==> src/rtl/local_inject_ctrl_if.sv <==
// PE-to-router local injection bundle: PE offer handshake, head-of-queue view and status.
`ifndef WIDTH_PORT
`define WIDTH_PORT 32
`endif
`ifndef WIDTH_PV
`define WIDTH_PV 5
`endif

interface local_inject_ctrl_if #(
  parameter int WIDTH_PORT = `WIDTH_PORT,
  parameter int WIDTH_PV   = `WIDTH_PV,
  parameter int DEPTH      = 4
);
  localparam int OCC_W = $clog2(DEPTH) + 1;

  logic                  pe_valid;
  logic [WIDTH_PORT-1:0] pe_flit;
  logic [WIDTH_PV-1:0]   pe_pv;
  logic                  pe_ready;
  logic                  localReq;
  logic [WIDTH_PORT-1:0] dinLocal;
  logic [WIDTH_PV-1:0]   PVLocal;
  logic                  injectGrant;
  logic                  starve;
  logic [OCC_W-1:0]      occupancy;
  logic                  dropPulse;

  modport slave (
    input  pe_valid, pe_flit, pe_pv, injectGrant,
    output pe_ready, localReq, dinLocal, PVLocal, starve, occupancy, dropPulse
  );

  modport master (
    output pe_valid, pe_flit, pe_pv, injectGrant,
    input  pe_ready, localReq, dinLocal, PVLocal, starve, occupancy, dropPulse
  );
endinterface

==> src/rtl/local_inject_ctrl.sv <==
// Local injection queue between a PE and the router: FIFO of {flit, pv}, zero-PV drop,
// starvation detection. Push visible 1 cycle later; pe_ready low when full (no pop bypass).
`ifndef WIDTH_PORT
`define WIDTH_PORT 32
`endif
`ifndef WIDTH_PV
`define WIDTH_PV 5
`endif

module local_inject_ctrl #(
  parameter int WIDTH_PORT = `WIDTH_PORT,
  parameter int WIDTH_PV   = `WIDTH_PV,
  parameter int DEPTH      = 4,
  parameter int STARVE_TH  = 15
) (
  input logic           clk,
  input logic           reset,
  local_inject_ctrl_if.slave bus
);
  localparam int PTR_W = $clog2(DEPTH);
  localparam int OCC_W = PTR_W + 1;
  localparam int ENT_W = WIDTH_PORT + WIDTH_PV;

  typedef enum logic [1:0] {IDLE, WAIT, STARVED} state_t;

  logic [ENT_W-1:0] mem_q [DEPTH];
  logic [PTR_W-1:0] head_q, tail_q;
  logic [OCC_W-1:0] occ_q, occ_d;
  logic [7:0]       blk_q, blk_d;
  state_t           state_q;
  logic             starve_q;
  logic             drop_q;
  logic             accept, push, pop;

  assign bus.pe_ready  = (occ_q < OCC_W'(DEPTH));
  assign bus.localReq  = (occ_q != '0);
  assign accept        = bus.pe_valid && bus.pe_ready;
  assign push          = accept && (bus.pe_pv != '0);
  assign pop           = bus.injectGrant && bus.localReq;
  assign {bus.dinLocal, bus.PVLocal} = bus.localReq ? mem_q[head_q] : '0;
  assign bus.occupancy = occ_q;
  assign bus.starve    = starve_q;
  assign bus.dropPulse = drop_q;

  always_comb begin
    occ_d = occ_q;
    case ({push, pop})
      2'b10:   occ_d = occ_q + OCC_W'(1);
      2'b01:   occ_d = occ_q - OCC_W'(1);
      default: occ_d = occ_q;
    endcase
  end

  // Blocked-cycle counter saturates at the threshold; any pop or an empty queue clears it.
  always_comb begin
    blk_d = 8'd0;
    if (bus.localReq && !bus.injectGrant)
      blk_d = (blk_q >= 8'(STARVE_TH)) ? blk_q : blk_q + 8'd1;
  end

  always_ff @(posedge clk) begin
    if (push)
      mem_q[tail_q] <= {bus.pe_flit, bus.pe_pv};
  end

  always_ff @(posedge clk or posedge reset) begin
    if (reset) begin
      head_q   <= '0;
      tail_q   <= '0;
      occ_q    <= '0;
      blk_q    <= 8'd0;
      drop_q   <= 1'b0;
      state_q  <= IDLE;
      starve_q <= 1'b0;
    end else begin
      if (push)
        tail_q <= tail_q + PTR_W'(1);
      if (pop)
        head_q <= head_q + PTR_W'(1);
      occ_q  <= occ_d;
      blk_q  <= blk_d;
      drop_q <= accept && (bus.pe_pv == '0);

      case (state_q)
        IDLE: begin
          if (occ_d != '0)
            state_q <= WAIT;
        end
        WAIT: begin
          if (pop) begin
            state_q <= (occ_d == '0) ? IDLE : WAIT;
          end else if (blk_d >= 8'(STARVE_TH)) begin
            state_q  <= STARVED;
            starve_q <= 1'b1;
          end
        end
        STARVED: begin
          if (pop) begin
            state_q  <= (occ_d == '0) ? IDLE : WAIT;
            starve_q <= 1'b0;
          end
        end
        default: begin
          state_q  <= IDLE;
          starve_q <= 1'b0;
        end
      endcase
    end
  end
endmodule
==> src/flat_wrapper.sv <==
// flat-port wrapper written by rule: the top's interface ports become plain ports
module local_inject_ctrl_flat 
#(
  parameter int WIDTH_PORT = `WIDTH_PORT,
  parameter int WIDTH_PV   = `WIDTH_PV,
  parameter int DEPTH      = 4,
  parameter int STARVE_TH  = 15
)
  (clk, reset, bus_pe_valid, bus_pe_flit, bus_pe_pv, bus_injectGrant, bus_pe_ready, bus_localReq, bus_dinLocal, bus_PVLocal, bus_starve, bus_occupancy, bus_dropPulse);
  local_inject_ctrl_if #(.WIDTH_PORT(WIDTH_PORT), .WIDTH_PV(WIDTH_PV), .DEPTH(DEPTH)) bus_i ();
  input logic clk;
  input logic reset;
  input wire logic [$bits(bus_i.pe_valid)-1:0] bus_pe_valid;
  input wire logic [$bits(bus_i.pe_flit)-1:0] bus_pe_flit;
  input wire logic [$bits(bus_i.pe_pv)-1:0] bus_pe_pv;
  input wire logic [$bits(bus_i.injectGrant)-1:0] bus_injectGrant;
  output wire logic [$bits(bus_i.pe_ready)-1:0] bus_pe_ready;
  output wire logic [$bits(bus_i.localReq)-1:0] bus_localReq;
  output wire logic [$bits(bus_i.dinLocal)-1:0] bus_dinLocal;
  output wire logic [$bits(bus_i.PVLocal)-1:0] bus_PVLocal;
  output wire logic [$bits(bus_i.starve)-1:0] bus_starve;
  output wire logic [$bits(bus_i.occupancy)-1:0] bus_occupancy;
  output wire logic [$bits(bus_i.dropPulse)-1:0] bus_dropPulse;
  assign bus_i.pe_valid = bus_pe_valid;
  assign bus_i.pe_flit = bus_pe_flit;
  assign bus_i.pe_pv = bus_pe_pv;
  assign bus_i.injectGrant = bus_injectGrant;
  assign bus_pe_ready = bus_i.pe_ready;
  assign bus_localReq = bus_i.localReq;
  assign bus_dinLocal = bus_i.dinLocal;
  assign bus_PVLocal = bus_i.PVLocal;
  assign bus_starve = bus_i.starve;
  assign bus_occupancy = bus_i.occupancy;
  assign bus_dropPulse = bus_i.dropPulse;
  local_inject_ctrl #(.WIDTH_PORT(WIDTH_PORT), .WIDTH_PV(WIDTH_PV), .DEPTH(DEPTH), .STARVE_TH(STARVE_TH)) u_core (.clk(clk), .reset(reset), .bus(bus_i));
endmodule
==> config.mk <==
export PLATFORM = sky130hd
export DESIGN_NAME = local_inject_ctrl_flat
export DESIGN_NICKNAME = d
export VERILOG_FILES = /design/src/rtl/local_inject_ctrl_if.sv /design/src/rtl/local_inject_ctrl.sv /design/src/flat_wrapper.sv
export SDC_FILE = /design/constraint.sdc
export NUM_CORES = 1
export LEC_CHECK = 0
export ABC_AREA = 1
export BUFFER_PORTS_ARGS = -buffer_cell sky130_fd_sc_hd__buf_2
export CAP_MARGIN = 20
export CELL_PAD_IN_SITES_DETAIL_PLACEMENT = 1
export CELL_PAD_IN_SITES_GLOBAL_PLACEMENT = 2
export CORE_MARGIN = 2
export CORE_UTILIZATION = 33
export CTS_CLUSTER_SIZE = 25
export DETAILED_ROUTE_END_ITERATION = 12
export PLACE_DENSITY = 0.84
export SETUP_SLACK_MARGIN = 0.05
export SLEW_MARGIN = 30
export SYNTH_ARGS = -nofsm -noshare
export SYNTH_HDL_FRONTEND = slang
export SYNTH_SLANG_ARGS = --single-unit
==> constraint.sdc <==
create_clock -name clk -period 2.7 [get_ports clk]
set_input_delay 0.135 -clock clk [delete_from_list [all_inputs] [get_ports clk]]
set_output_delay 0.135 -clock clk [all_outputs]
set_load 0.01 [all_outputs]
==> impl_metrics.csv, run 1 <==
group,metric,value,unit
layout,n_antenna_cell,0,
synth,yosys.area_share.simple,13.1,%
clock_network,htreeDepth,4,
placed_design,gp_congestion,0.767,
run,max-cap-violations,0,
clock_network,root_buffer,"clkbuf_16",
floorplanning,die_w,148,um
layout,fin_nets,752,
power_and_ir_drop,p_seq_share,37.5,%
floorplanning,initial_core_util,33.7,%
synth,synth.cell_area,0.00682,mm2
power_and_ir_drop,pwr-share-clk,24.3,%
min_path,hold_path.startpoint,"bus_injectGrant",
synth,ys.warnings.count,0,
synth,synth_top_family_by_area,"simple AND/OR/NAND/NOR gates",
floorplanning,fp.dieArea,0.0218,mm2
layout,fin_area,0.00850,mm2
timing,relSlewSlack,41.7,%
clock_network,cts_tree,"yes",
timing,setup_violations,0,
synth,muxShareOfSynthArea,0,%
min_path,holdPathStages,4,
placed_design,place_area,0.00759,mm2
synth,synth_compound_area_share,8.86,%
drt,first_iter_violations,229,
power_and_ir_drop,p_leak,0.00319,uW
synth,synth_xor_area_share,0.642,%
timing,tightest_slew,0.875,ns
synth,ys_types,29,
synth,synth_nets,623,
status,status,"finished, final reports clean",
global_route,grt_pass1_vias,5159,
clock_network,numCtsBuffers,17,
critical_path,worstPathArrival,2.26,ns
min_path,hold_end,"u_core.blk_q[1]$_DFF_PP0_",
layout,drive_above_1_share,21.1,%
layout,area_growth,24.7,%
layout,final_util,42.0,%
synth,async_flop_share,11.4,%
timing,drv_slew,0,
critical_path,worst-r2r-setup-slack,0.38,ns
clock_network,clockBufferDepth,2,
critical_path,cp-startpoint,"u_core.head_q[0]$_DFFE_PP0N_",
drt,drt-pass1-iter-count,4,
critical_path,cp.required,2.57,ns
layout,fillers,2161,
synth,synth_top_area_cell,"edfxtp_1",
timing,finClkSkew,0.00668,ns
critical_path,r2r_end,"u_core.state_q[0]$_DFFE_PP0P_",
clock_network,post_cts_buffers,0,
drt,m1WireLength,7.65,mm
power_and_ir_drop,p_comb_share,38.3,%
drt,viasPerCell,4.79,
timing,period_needed,2.40,ns
drt,drt_wl_total,17.5,mm
critical_path,reg2regPathDepth,12,
timing,finalCritPeriodShare,88.9,%
timing,grt_setup_unrepaired,"no",
drt,dr_wl_met2,9.00,mm
synth,synth_common_cells,"nor2_1, edfxtp_1, o21ai_1",
timing,max_freq,0.417,GHz
synth,syn_area_per_cell,11.9,um2
global_route,antenna_found_initial,0,
critical_path,r2r_start,"u_core.bus.occupancy[0]$_DFF_PP0_",
power_and_ir_drop,p_int,5620,uW
clock_network,cts_resized,0,
synth,yosysMostFrequentCell,"nor2_1",
critical_path,cp_max_fo,75,
placed_design,place.port_buffers,84,
synth,ys_seq_area_share,72.2,%
placed_design,dpl.cell_count,916,
synth,synth_edf_count,148,
power_and_ir_drop,power_switching,3370,uW
floorplanning,core_area,0.0202,mm2
global_route,overflow,0,
global_route,track_usage,16.8,%
min_path,hold_class,"input port to flop",
synth,ys.flop_type,"edfxtp_1",
floorplanning,die_y,148,um
critical_path,crit_type,"flop to output pin",
synth,synth_top_area_share,65.2,%
synth,synthTopCellsByArea,"edfxtp_1, nor2_1, dfrtp_1",
floorplanning,pin_count,85,
timing,finalWorstSetupSlack,0.301,ns
timing,hold_viol_final,0,
synth,ys_ff_latch,167,
drt,wl_per_cell,17.8,um
synth,synth_fa_ha_area_share,1.39,%
clock_network,clock-sinks,167,
global_route,grt_max_degree,76,
power_and_ir_drop,ir_worst_vdd,0.450,mV
synth,synth_cells,575,
clock_network,ctsHoldBuffers,39,
layout,fin_cells,985,
critical_path,worst_setup_path_start_kind,"flop",
global_route,grt_pass1_wl,27.7,mm
floorplanning,rows,52,
drt,dr.max_layer_used,"met4",
placed_design,dp_hpwl,10.4,mm
placed_design,place_ws,0.331,ns
clock_network,path_clk_slew,0.06,ns
critical_path,worst_setup_path_end_kind,"output pin",
drt,vias,4721,
power_and_ir_drop,p_per_area,1060,mW/mm2
drt,drc,0,
power_and_ir_drop,p_sw_share,37.5,%
drt,ant_nets,0,
drt,wl_met3,681,um
clock_network,insertion_delay,0.42,ns
-- power by group through the flow --
stage          Combinational, uW  Sequential (uW)  Clock (uW)
6_report                    3440             3370        2180
5_1_grt                     3870             3400        2340
4_1_cts                     3520             3370        2240
3_5_place_dp                3450             3420           0
3_3_place_gp                3300             3380           0
2_1_floorplan               2120             3410           0
-- worst max-delay path, stage by stage (launching register included) --
cell and delay [ns]:
dfrtp_2 0.37, buf_4 0.66, nor2_1 0.13, nor2_1 0.14, o21ai_1 0.09, a21oi_1 0.23, buf_2 0.18
-- worst max-delay path by stage --
stage	slack [ns]	end	cells past startpoint
3_5_place_dp	0.33	u_core.state_q[0]$_DFFE_PP0P_	12
3_3_place_gp	0.55	u_core.state_q[0]$_DFFE_PP0P_	12
4_1_cts	0.26	bus_dinLocal[9]	6
2_1_floorplan	-0.20	u_core.mem_q[0][0]$_DFFE_PP_	3
6_report	0.30	bus_dinLocal[9]	6
5_1_grt	0.10	u_core.state_q[0]$_DFFE_PP0P_	16
-- layout by cell type (no fill, tap or decap), types with 3 or more instances in the layout --
cell type | Yosys | routed
edfxtp_1 | 148 | 148
clkbuf_16 | 0 | 17
nor2_1 | 171 | 167
inv_1 | 28 | 28
nand3_1 | 6 | 6
o21ai_1 | 51 | 51
nor2_4 | 2 | 6
inv_2 | 4 | 4
clkinvlp_4 | 0 | 3
nand4_1 | 3 | 3
dfrtp_1 | 19 | 17
nand2_2 | 6 | 6
buf_4 | 5 | 13
nor2_2 | 4 | 4
clkinv_1 | 2 | 3
dlygate4sd3_1 | 0 | 39
clkinv_2 | 0 | 6
buf_2 | 11 | 84
nand2_1 | 18 | 18
xor2_1 | 4 | 4
o21ai_0 | 30 | 30
a21oi_1 | 38 | 38
ha_1 | 6 | 6
-- final cells by class --
type | instances | area, um2 | share of cell area [%]
clock inverter | 11 | 86.3 | 1.02
sequential | 167 | 4920 | 57.9
timing repair buffer | 137 | 928 | 10.9
clock buffer | 19 | 433 | 5.09
multi-input combinational | 347 | 1670 | 19.6
tap | 270 | 338 | 3.97
inverter | 34 | 128 | 1.50
-- cell families (layout without fill, tap and decap cells) --
family          Yosys count  count (layout)
xor+xnor                  5               5
compound gates          120             120
simple gates            215             215
fa+ha+maj                 7               7
buf+inv                  61             201
flops                   167             167
-- stage by stage --
stage | total power [uW] | setup TNS (ns) | hold slack, ns
final | 8990 | 0 | 0.0750
after global placement | 6680 | 0 | 0.309
after global routing | 9610 | 0 | 0.0939
after detailed placement | 6870 | 0 | 0.344
after CTS | 9130 | 0 | 0.0516
after floorplan | 5520 | -29.66 | 0.0861
-- flip-flops by register name, indices dropped and copies added (netlist names) --
| register | count |
|---|---|
| u_core.mem_q | 148 |
| u_core.blk_q | 8 |
| u_core.bus.occupancy | 3 |
| u_core.head_q | 2 |
| u_core.state_q | 2 |
| u_core.tail_q | 2 |
| u_core.bus.dropPulse | 1 |
| u_core.bus.starve | 1 |
-- routing by layer --
metal / GRT usage (%) / vias up
li1: - / 2230
met1: 20.0 / 2381
met2: 30.4 / 96
met3: 4.32 / 14
met4: 4.42 / 0
met5: 0 / -
(Power assumes the default switching activity.)
==> run 2, diff against run 1 <==
PLACE_DENSITY = 0.81   (was 0.84)
clock period = 2.6 ns   (was 2.7 ns; I/O delays follow)
==> impl_metrics.csv, run 2 (synthesis results as in run 1) <==
group,metric,value,unit
status,status,"finished, final reports clean",
floorplanning,pin_count,85,
critical_path,worstPathArrival,2.64,ns
critical_path,worst_setup_path_start_kind,"input port",
power_and_ir_drop,finalPower,9950,uW
timing,grt_setup_unrepaired,"no",
drt,drc,0,
clock_network,root_buffer,"clkbuf_16",
clock_network,numCtsBuffers,17,
critical_path,worst-r2r-setup-slack,0.28,ns
power_and_ir_drop,p_int,6390,uW
min_path,hold_class,"input port to flop",
global_route,overflow,0,
clock_network,path_clk_slew,0.06,ns
floorplanning,core_area,0.0202,mm2
drt,first_iter_violations,181,
run,max-cap-violations,0,
critical_path,cp_max_fo,5,
power_and_ir_drop,pwr-share-clk,28.3,%
drt,ant_nets,0,
clock_network,insertion_delay,0.44,ns
drt,drt_wl_total,17.5,mm
timing,drv_slew,0,
global_route,grt_max_degree,76,
layout,area_growth,27.8,%
timing,relSlewSlack,48.2,%
timing,setup_violations,0,
layout,fin_area,0.00871,mm2
timing,max_freq,0.430,GHz
power_and_ir_drop,ir_worst_vdd,0.461,mV
critical_path,r2r_start,"u_core.bus.occupancy[0]$_DFF_PP0_",
placed_design,dp_hpwl,10.9,mm
global_route,grt_pass1_wl,27.8,mm
timing,finClkSkew,0.00914,ns
drt,wl_per_cell,17.6,um
drt,vias,4772,
drt,dr_wl_met2,8.94,mm
layout,fin_nets,755,
clock_network,cts_tree,"yes",
floorplanning,initial_core_util,33.7,%
layout,final_common_cell,"nor2_1",
floorplanning,rows,52,
floorplanning,die_y,148,um
power_and_ir_drop,p_seq_share,35.1,%
floorplanning,die_w,148,um
critical_path,r2r_end,"u_core.state_q[0]$_DFFE_PP0P_",
layout,drive_above_1_share,21.8,%
drt,drt-pass1-iter-count,4,
layout,mostFrequentLayoutCells,"nor2_1, edfxtp_1, buf_2, o21ai_1, dlygate4sd3_1",
clock_network,htreeDepth,4,
placed_design,place.port_buffers,84,
drt,dr.max_layer_used,"met4",
timing,period_needed,2.33,ns
power_and_ir_drop,p_per_area,1140,mW/mm2
power_and_ir_drop,p_comb_share,36.6,%
global_route,grt_pass1_vias,5292,
clock_network,clockBufferDepth,2,
timing,finalCritPeriodShare,89.5,%
drt,m1WireLength,7.43,mm
floorplanning,fp.dieArea,0.0218,mm2
global_route,track_usage,16.8,%
critical_path,cp-startpoint,"bus_pe_pv[3]",
clock_network,post_cts_buffers,0,
timing,hold_viol_final,0,
global_route,antenna_found_initial,0,
power_and_ir_drop,p_leak,0.00328,uW
placed_design,gp_congestion,0.795,
layout,largest_reg_flops,148,
drt,viasPerCell,4.82,
layout,n_antenna_cell,0,
layout,final_util,43.0,%
power_and_ir_drop,power_switching,3570,uW
critical_path,crit_type,"input port to flop",
clock_network,clock-sinks,167,
drt,wl_met3,798,um
layout,top_register,"u_core.mem_q",
critical_path,cp.required,2.92,ns
critical_path,worst_setup_path_end_kind,"flop",
placed_design,place_area,0.00765,mm2
timing,tightest_slew,0.777,ns
critical_path,reg2regPathDepth,12,
critical_path,crit_end,"u_core.state_q[0]$_DFFE_PP0P_",
power_and_ir_drop,p_sw_share,35.8,%
[run 2: changes by cell type in the layout (fill, tap and decap cells not counted), sizes merged]
cell      previous run  this run
buf                 98       101
bufinv               1         5
clkbuf              19        22
clkinv               9         3
clkinvlp             3         2
inv                 32        34
[run 2: worst min-delay path by stage]
stage | from | to | slack [ns] | depth (start not counted)
finish | bus_injectGrant | u_core.blk_q[1]$_DFF_PP0_ | 0.08 | 4
detailed placement | reset | u_core.bus.starve$_DFFE_PP0P_ | 0.33 | 2
global route | bus_injectGrant | u_core.blk_q[1]$_DFF_PP0_ | 0.1 | 4
global placement | reset | u_core.tail_q[1]$_DFFE_PP0P_ | 0.31 | 2
floorplan | reset | u_core.blk_q[0]$_DFF_PP0_ | 0.08 | 1
CTS | bus_injectGrant | u_core.blk_q[1]$_DFF_PP0_ | 0.06 | 4
[run 2: cell type report]
class | count | area, um2
multi-input combinational | 347 | 1670
clock buffer | 22 | 474
sequential | 167 | 4920
timing repair buffer | 140 | 992
inverter | 34 | 128
tap | 270 | 338
clock inverter | 10 | 191
fill | 2167 | 11500
[run 2: critical path, stage by stage]
cell and delay [ns]:
dlygate4sd3_1 0.53, buf_2 0.15, nor3_1 0.19, nand2_1 0.09, nand3_1 0.10, ha_1 0.19
inv_1 0.08, fa_1 0.40, nand2_1 0.12, nand3b_1 0.12, xor2_1 0.18, inv_1 0.08
nand2_1 0.05, o21ai_0 0.15, o21ai_1 0.08
[run 2: layer usage]
| metal | track usage (%) | up-vias |
|---|---|---|
| met4 | 5.77 | 0 |
| li1 | - | 2245 |
| met2 | 30.0 | 96 |
| met5 | 0 | - |
| met3 | 3.92 | 23 |
| met1 | 20.0 | 2408 |
[run 2: through the flow]
stage                     setup slack (ns)  cells  hold slack (ns)  TNS (ns)
after floorplan                     -0.300    575           0.0811    -44.46
after global placement               0.458    919            0.309         0
after detailed placement             0.270    919            0.334         0
after CTS                            0.116    990           0.0559         0
after global routing                0.0616    990           0.0980         0
final                                0.274    990           0.0810         0
[run 2: repair_timing]
| action | in CTS | in global routing |
|---|---|---|
| endpoints found under the setup margin | 0 | 1 |
| gates resized for setup | 0 | 1 |
| hold buffers | 39 | 0 |
| endpoints found under the hold margin | 168 | 0 |
[run 2: power by group through the flow]
stage / registers, uW / logic [uW] / clock network, uW
after floorplan: 3540 / 2200 / 0
after global placement: 3510 / 3510 / 0
after detailed placement: 3550 / 3650 / 0
after CTS: 3490 / 3730 / 2880
after global routing: 3530 / 4080 / 2970
final: 3490 / 3640 / 2820
